`src/rtl/uart_tx_ctrl.sv`:
```
// uart_tx_ctrl: UART transmit framing controller driving a downstream field mux.
// Define UART_TX_CTRL_PARITY_EN to include the parity field; otherwise PAR_EN/PAR_TYP are ignored.
module uart_tx_ctrl #(
    parameter int DATA_WIDTH = 8
) (
    input  logic                  CLK,
    input  logic                  RST,
    input  logic [DATA_WIDTH-1:0] P_DATA,
    input  logic                  Data_Valid,
    input  logic                  PAR_EN,
    input  logic                  PAR_TYP,
    output logic [1:0]            mux_sel,
    output logic                  ser_data,
    output logic                  par_bit,
    output logic                  busy
);
    localparam int CW = (DATA_WIDTH > 1) ? $clog2(DATA_WIDTH) : 1;

    typedef enum logic [2:0] {IDLE, START, DATA, PARITY, STOP} state_t;

    state_t                state, next_state;
    logic [CW-1:0]         cnt;
    logic [DATA_WIDTH-1:0] data_q;
    logic                  accept, last, par_path;

    assign accept = (state == IDLE) && Data_Valid;
    assign last   = cnt == CW'(DATA_WIDTH - 1);

`ifdef UART_TX_CTRL_PARITY_EN
    logic en_q, typ_q;

    always_ff @(posedge CLK or negedge RST)
        if (!RST) begin
            en_q  <= 1'b0;
            typ_q <= 1'b0;
        end else if (accept) begin
            en_q  <= PAR_EN;
            typ_q <= PAR_TYP;
        end

    assign par_path = en_q;
    assign par_bit  = ^data_q ^ typ_q;
`else
    logic unused_par;

    assign unused_par = PAR_EN ^ PAR_TYP;
    assign par_path   = 1'b0;
    assign par_bit    = 1'b0;
`endif

    always_ff @(posedge CLK or negedge RST)
        if (!RST) state <= IDLE;
        else      state <= next_state;

    // Counter idles at 0 so it is already cleared when DATA begins
    always_ff @(posedge CLK or negedge RST)
        if (!RST) begin
            cnt    <= '0;
            data_q <= '0;
        end else begin
            cnt <= (state == DATA) ? cnt + 1'b1 : '0;
            if (accept) data_q <= P_DATA;
        end

    always_comb begin
        next_state = state;
        case (state)
            IDLE:    next_state = Data_Valid ? START : IDLE;
            START:   next_state = DATA;
            DATA:    next_state = last ? (par_path ? PARITY : STOP) : DATA;
            PARITY:  next_state = STOP;
            STOP:    next_state = IDLE;
            default: next_state = IDLE;
        endcase
    end

    always_comb begin
        mux_sel  = (state == START) ? 2'b00 :
                   (state == DATA)  ? 2'b01 :
                   (state == PARITY) ? 2'b10 : 2'b11;
        busy     = state != IDLE;
        ser_data = (state == DATA) && data_q[cnt];
    end
endmodule

```
`config.mk`:
```
export PLATFORM = sky130hd
export DESIGN_NAME = uart_tx_ctrl
export DESIGN_NICKNAME = d
export VERILOG_FILES = /design/src/rtl/uart_tx_ctrl.sv
export SDC_FILE = /design/constraint.sdc
export NUM_CORES = 1
export LEC_CHECK = 0
export BUFFER_PORTS_ARGS = -buffer_cell sky130_fd_sc_hd__clkbuf_2
export CELL_PAD_IN_SITES_DETAIL_PLACEMENT = 1
export CELL_PAD_IN_SITES_GLOBAL_PLACEMENT = 1
export CORE_MARGIN = 2
export CORE_UTILIZATION = 38
export CTS_CLUSTER_DIAMETER = 50
export CTS_CLUSTER_SIZE = 40
export DETAILED_ROUTE_END_ITERATION = 7
export PLACE_DENSITY_LB_ADDON = 0.1
export SLEW_MARGIN = 10
export SYNTH_ARGS = -nofsm -noshare
export SYNTH_HDL_FRONTEND = slang
export SYNTH_SLANG_ARGS = --single-unit
```
`constraint.sdc`:
```
create_clock -name CLK -period 1.8 [get_ports CLK]
set_clock_uncertainty 0.2 [all_clocks]
set_input_delay 0.18 -clock CLK [delete_from_list [all_inputs] [get_ports CLK]]
set_output_delay 0.18 -clock CLK [all_outputs]
set_load 0.05 [all_outputs]
```
==> impl_metrics.json, run 1 <==
{
  "fin_util_pct": 58.35,
  "yosys-top-cells-area": "dfrtp_1 (54%), mux2_2 (16%), ha_1 (3.8%), mux4_2 (3.5%), mux2i_1 (3.1%)",
  "place_area_sq_um": 764.5,
  "vias": 456,
  "placement.io_buffers": 14,
  "final.min_clock_period_ns": 1.975,
  "critPathMaxStageDelay_ns": 0.55,
  "io_pins": 18,
  "dieArea_sq_mm": 0.002063,
  "layout-drive-gt1-share_pct": 52.00,
  "synth_seq_cells": 14,
  "die_h_um": 45.42,
  "num_rows": 14,
  "wirelength_um": 1348,
  "finalHoldViolCount": 0,
  "fin_ws_ns": -0.1751,
  "violations": "negative setup slack",
  "drt.antenna.violating_nets": 0,
  "initial_utilization_pct": 41.81,
  "synth.distinct_cells": 18,
  "endpoint": "ser_data",
  "via_per_inst": 5.011,
  "placed_cells": 79,
  "worst-setup-path-type": "reg -> out",
  "dp_slack_ns": -0.05193,
  "nFillCells": 163,
  "post-route-period-util_pct": 109.7,
  "h-tree-depth": 1,
  "yosysTopAreaCell": "dfrtp_1",
  "syn_area_sq_um": 651.9,
  "cts_tree": "done",
  "cts_sinks": 14,
  "clock_latency_ns": 0.27,
  "fmax_ghz": 0.5063,
  "worst-path-max-fanout": 4,
  "core_sq_mm": 0.001559,
  "stdcell_area_sq_um": 909.6,
  "synth.yosys.warnings": 0,
  "cp_slowest_cell": "mux4_2",
  "cp.required_ns": 1.42,
  "syn_area_per_cell_sq_um": 13.58,
  "r2r_start": "state[2]",
  "rrSetupSlack_ns": 0.07,
  "instances_no_fill": 91,
  "synth_nets": 63,
  "synth_top_area_share_pct": 53.74,
  "postCtsSetupBuffers": 0,
  "hold_path.startpoint": "Data_Valid",
  "dp_hpwl_um": 916.6,
  "drt-initial-drc-count": 5,
  "grt_max_degree": 15,
  "hp-class": "in -> reg",
  "power.density_mw_per_mm2": 1715,
  "outcome": "finished, violations left",
  "cts_buffer_depth": 2,
  "setup_tns_ns": -0.1751,
  "leakagePower_nw": 0.4381,
  "place_congestion": 0.6541,
  "grtUsageTotal_pct": 15.59,
  "grt_pass1_wl_um": 2180,
  "yosysSeqAreaShare_pct": 53.74,
  "worstPathCellList": "mux4_2 -> nor2_4 -> nor4_4 -> clkbuf_8",
  "crit_arrival_ns": 1.60,
  "crit_path_end_kind": "primary output",
  "worst-r2r-cell-count": 3,
  "grt_pass1_vias": 491,
  "drc": 0,
  "ir_worst_vdd_v": 0.0007955,
  "final-setup-viol-count": 1,
  "grt-ovfl-total": 0,
  "maxCapViolCount": 0,
  "start_kind": "register",
  "antenna_found_initial": 0,
  "wl_per_cell_um": 14.81,
  "antenna-diode-count": 0,
  "cp-startpoint": "cnt[1]",
  "cts_buffers": 3,
  "r2r-end": "data_q[7]",
  "area_growth_pct": 39.54,
  "clk_pin_slew_ns": 0.08,
  "syn_inst": 48,
  "drt_pre_antenna_iters": 4,
  "slew_violations": 0,
  "rsz0062_at_grt": "true",
  "cts_root_buf": "clkbuf_4",
  "die_w_um": 45.42,
  "final_net_count": 92
}
## registers in the layout, indices dropped and copies added (netlist names)
| signal | count |
|---|---|
| state | 3 |
| cnt | 3 |
| data_q | 8 |
## worst max-delay path: cells and delay by family (launching register included)
family | cells | cell delay [ns]
mux | 1 | 0.55
buf+inv | 1 | 0.18
simple gates | 2 | 0.17
flops | 1 | 0.43
## logic make-up (layout without fill, tap and decap cells)
kind of cell             after synthesis  count (layout)  share of synthesized area [%]
other                                  1               1                         0.5753
AND/OR/NAND/NOR                       16              16                          16.70
XOR/XNOR                               1               1                          1.344
buffers and inverters                  2              29                          1.727
multiplexers                          12              12                          22.07
flip-flops                            14              14                          53.74
adder cells (fa/ha/maj)                2               2                          3.838
## cells in the mapped netlist (all sizes together)
cell type / count
dfrtp: 14
mux2: 9
nor2: 6
and3: 3
ha: 2
mux2i: 2
nand2b: 2
nor3b: 2
buf: 1
conb: 1
inv: 1
mux4: 1
nand2: 1
nor4: 1
or3: 1
xor2: 1
## metal layers
| metal | vias up | share of wire, % | GRT usage, % |
|---|---|---|---|
| li1 | 221 | - | - |
| met1 | 225 | 44 | 18.53 |
| met2 | 8 | 52 | 25.63 |
| met3 | 2 | 3.0 | 4.762 |
| met4 | 0 | 0.37 | 7.059 |
| met5 | - | 0 | 0 |
## through the flow
step	hold WS [ns]	total power [mW]
final	0.04402	1.560
after global routing	0.03706	1.665
after CTS	0.03308	1.551
after detailed placement	-0.1012	1.320
after global placement	-0.09649	1.293
after floorplan	-0.3156	1.136
## cell usage in the layout, fill, tap and decap left out, drive strengths merged
master       count
mux4             1
nor4             1
dfrtp           14
xor2             1
buf              2
nand2b           2
nand2            1
mux2i            2
nor2             6
nor3b            2
and3             3
inv              1
ha               2
dlygate4sd3      9
conb             1
or3              1
clkbuf          17
mux2             9
## what timing repair did
item / in CTS / in global routing
resized for setup: 5 / 6
endpoints found under the setup margin: 1 / 2
gates cloned: 0 / 0
hold buffers: 9 / 0
endpoints found under the hold margin: 22 / 0
pin swaps: 1 / 0
## worst min-delay path by stage
stage | cells past startpoint | endpoint
6_report | 3 | state[0]
5_1_grt | 3 | state[0]
4_1_cts | 3 | state[0]
3_5_place_dp | 1 | data_q[4]
3_3_place_gp | 1 | data_q[2]
2_1_floorplan | 0 | cnt[0]
## cell type report
cell class              instances  area [sq um]  share of cell area, %
flip-flops and latches         14         352.8                  38.79
multi-input cells              32         324.1                  35.63
repair buffers                 25         186.4                  20.50
clock buffers                   3         22.52                  2.476
well taps                      16         20.02                  2.201
inverters                       1         3.754                 0.4127
## power breakdown
part | internal (mW) | switching, mW
Combinational | 0.381 | 0.445
Clock | 0.0774 | 0.0901
Sequential | 0.454 | 0.112
Total | 0.913 | 0.647
No activity file was read; power rests on OpenSTA's default activity.
==> inputs of run 2 (changes only) <==
--- a/config.mk
+++ b/config.mk
@@ -14,6 +14,7 @@
 export CTS_CLUSTER_SIZE = 40
 export DETAILED_ROUTE_END_ITERATION = 7
 export PLACE_DENSITY_LB_ADDON = 0.1
+export SETUP_SLACK_MARGIN = 0.4
 export SLEW_MARGIN = 10
 export SYNTH_ARGS = -nofsm -noshare
 export SYNTH_HDL_FRONTEND = slang
==> run 2 against run 1 <==
  * The run still ends with negative setup slack left
  * Register-to-register slack lost 0.17 ns
  * Critical path depth is the same
  * Global-route usage grew 3.0 points
  * Die area is the same
  * Power grew 34%
  * Sequential power shrank 0.9%
  * Hold slack gained 0.067 ns
==> impl_metrics.json, run 2 (same netlist as run 1, synthesis figures left out) <==
{
  "violations": "negative setup slack",
  "power.density_mw_per_mm2": 1826,
  "grt_pass1_wl_um": 2525,
  "cts_root_buf": "clkbuf_4",
  "cts_buffers": 3,
  "place_area_sq_um": 802.0,
  "hp-class": "in -> async",
  "drt-initial-drc-count": 3,
  "grt_pass1_vias": 543,
  "io_pins": 18,
  "grtUsageTotal_pct": 18.58,
  "h-tree-depth": 1,
  "rsz0062_at_grt": "true",
  "seqPwrFrac_pct": 26.8,
  "vias": 521,
  "use_met3_pct": 3.968,
  "p_int_mw": 1.285,
  "p_sw_mw": 0.8122,
  "final-setup-viol-count": 11,
  "outcome": "finished, violations left",
  "cts_buffer_depth": 2,
  "gr-usage-met2_pct": 31.27,
  "wl_per_cell_um": 17.13,
  "fin_ws_ns": -0.1608,
  "leakagePower_nw": 0.5527,
  "num_rows": 14,
  "drt_pre_antenna_iters": 4,
  "start_kind": "register",
  "post-route-period-util_pct": 108.9,
  "crit_path_end_kind": "primary output",
  "fmax_ghz": 0.5100,
  "worst-setup-path-type": "reg -> out",
  "top_regs": "data_q x8, cnt x3, state x3",
  "area_growth_pct": 76.20,
  "ir_worst_vdd_v": 0.001749,
  "die_h_um": 45.42,
  "cts_sinks": 14,
  "clk_pin_slew_ns": 0.09,
  "slew_violations": 0,
  "pwr-share-clk_pct": 11.0,
  "fin_util_pct": 73.68,
  "wirelength_um": 1747,
  "clock_latency_ns": 0.29,
  "final_common_cell": "dfrtp_1",
  "die_w_um": 45.42,
  "combinationalPowerShare_pct": 62.2,
  "top_register": "data_q",
  "met1_usage_pct": 22.42,
  "cts_tree": "done",
  "grt-ovfl-total": 0,
  "worst-path-max-fanout": 4,
  "cp.required_ns": 1.42,
  "gr-max-usage-layer": "met2",
  "finalHoldViolCount": 0,
  "maxCapViolCount": 0,
  "drt.antenna.violating_nets": 0,
  "layout_common_cells": "dfrtp_1 (12), clkbuf_2 (10), mux2_4 (9), dlygate4sd3_1 (9), buf_6 (7)",
  "initial_utilization_pct": 41.81,
  "place_congestion": 0.7290,
  "grt_max_degree": 15,
  "antenna_found_initial": 0,
  "layout-drive-gt1-share_pct": 63.95,
  "core_sq_mm": 0.001559,
  "crit_arrival_ns": 1.58,
  "switching_share_pct": 38.73,
  "antenna-diode-count": 0,
  "final_net_count": 102,
  "via_per_inst": 5.108,
  "drc": 0,
  "dieArea_sq_mm": 0.002063,
  "stdcell_area_sq_mm": 0.001149,
  "placement.io_buffers": 14,
  "dp_hpwl_um": 896.2,
  "final.min_clock_period_ns": 1.961,
  "largest_reg_flops": 8
}
[run 2: stage by stage]
step                      total power [mW]  hold slack, ns  setup slack, ns  std cells   TNS, ns
after detailed placement             1.396        -0.09613         -0.02701         81  -0.02701
after global routing                 2.209          0.1660          -0.2408        102    -1.289
after floorplan                      1.193         -0.3156          0.01803         48         0
after global placement               1.381        -0.09756         0.002883         81         0
after CTS                            1.930          0.1176          -0.1819         97   -0.1866
final                                2.097          0.1115          -0.1608        102   -0.8785
[run 2: final cells by class]
class	instances	area [sq um]
fill	142	410.4
multi-input combinational	33	407.9
sequential	14	352.8
timing repair buffer	34	327.8
clock buffer	4	36.28
tap	16	20.02
inverter	1	3.754
[run 2: what timing repair did]
item	in CTS	in global routing
pin swaps	4	3
gates cloned	1	0
hold buffers	9	0
resized for setup	23	11
endpoints found under the setup margin	14	15
endpoints found under the hold margin	22	0
setup buffers	2	5
[run 2: critical path, cell delays in order, from the launching register on]
cell	delay, ns
dfrtp_2	0.42
mux4_2	0.54
nor2_4	0.11
nor4_4	0.05
clkbuf_8	0.17
[run 2: power groups by stage]
stage	clock network [mW]	registers, mW	logic, mW
3_5_place_dp	0	0.554	0.841
3_3_place_gp	0	0.551	0.830
6_report	0.231	0.562	1.30
2_1_floorplan	0	0.541	0.652
4_1_cts	0.232	0.553	1.14
5_1_grt	0.250	0.580	1.38
[run 2: path summary, 6_finish.rpt]
kind / depth (start not counted) / slack [ns] / startpoint / to
hold reg to reg: 1 / 0.32 / data_q[6] / data_q[6]
setup / recovery: 4 / -0.16 / cnt[1] / ser_data
min in group CLK: 4 / 0.20 / Data_Valid / state[0]
max in group asynchronous: 2 / 0.99 / RST / cnt[1]
hold / removal: 2 / 0.11 / RST / data_q[1]
setup reg to reg: 5 / -0.10 / state[2] / data_q[5]
[run 2: routing by layer]
layer  wire, um  part of all wire [%]  up-vias
li1           -                     -      243
met1        760                    44      262
met2        902                    52       14
met3         59                   3.4        2
met4         25                   1.4        0
met5          0                     0        -
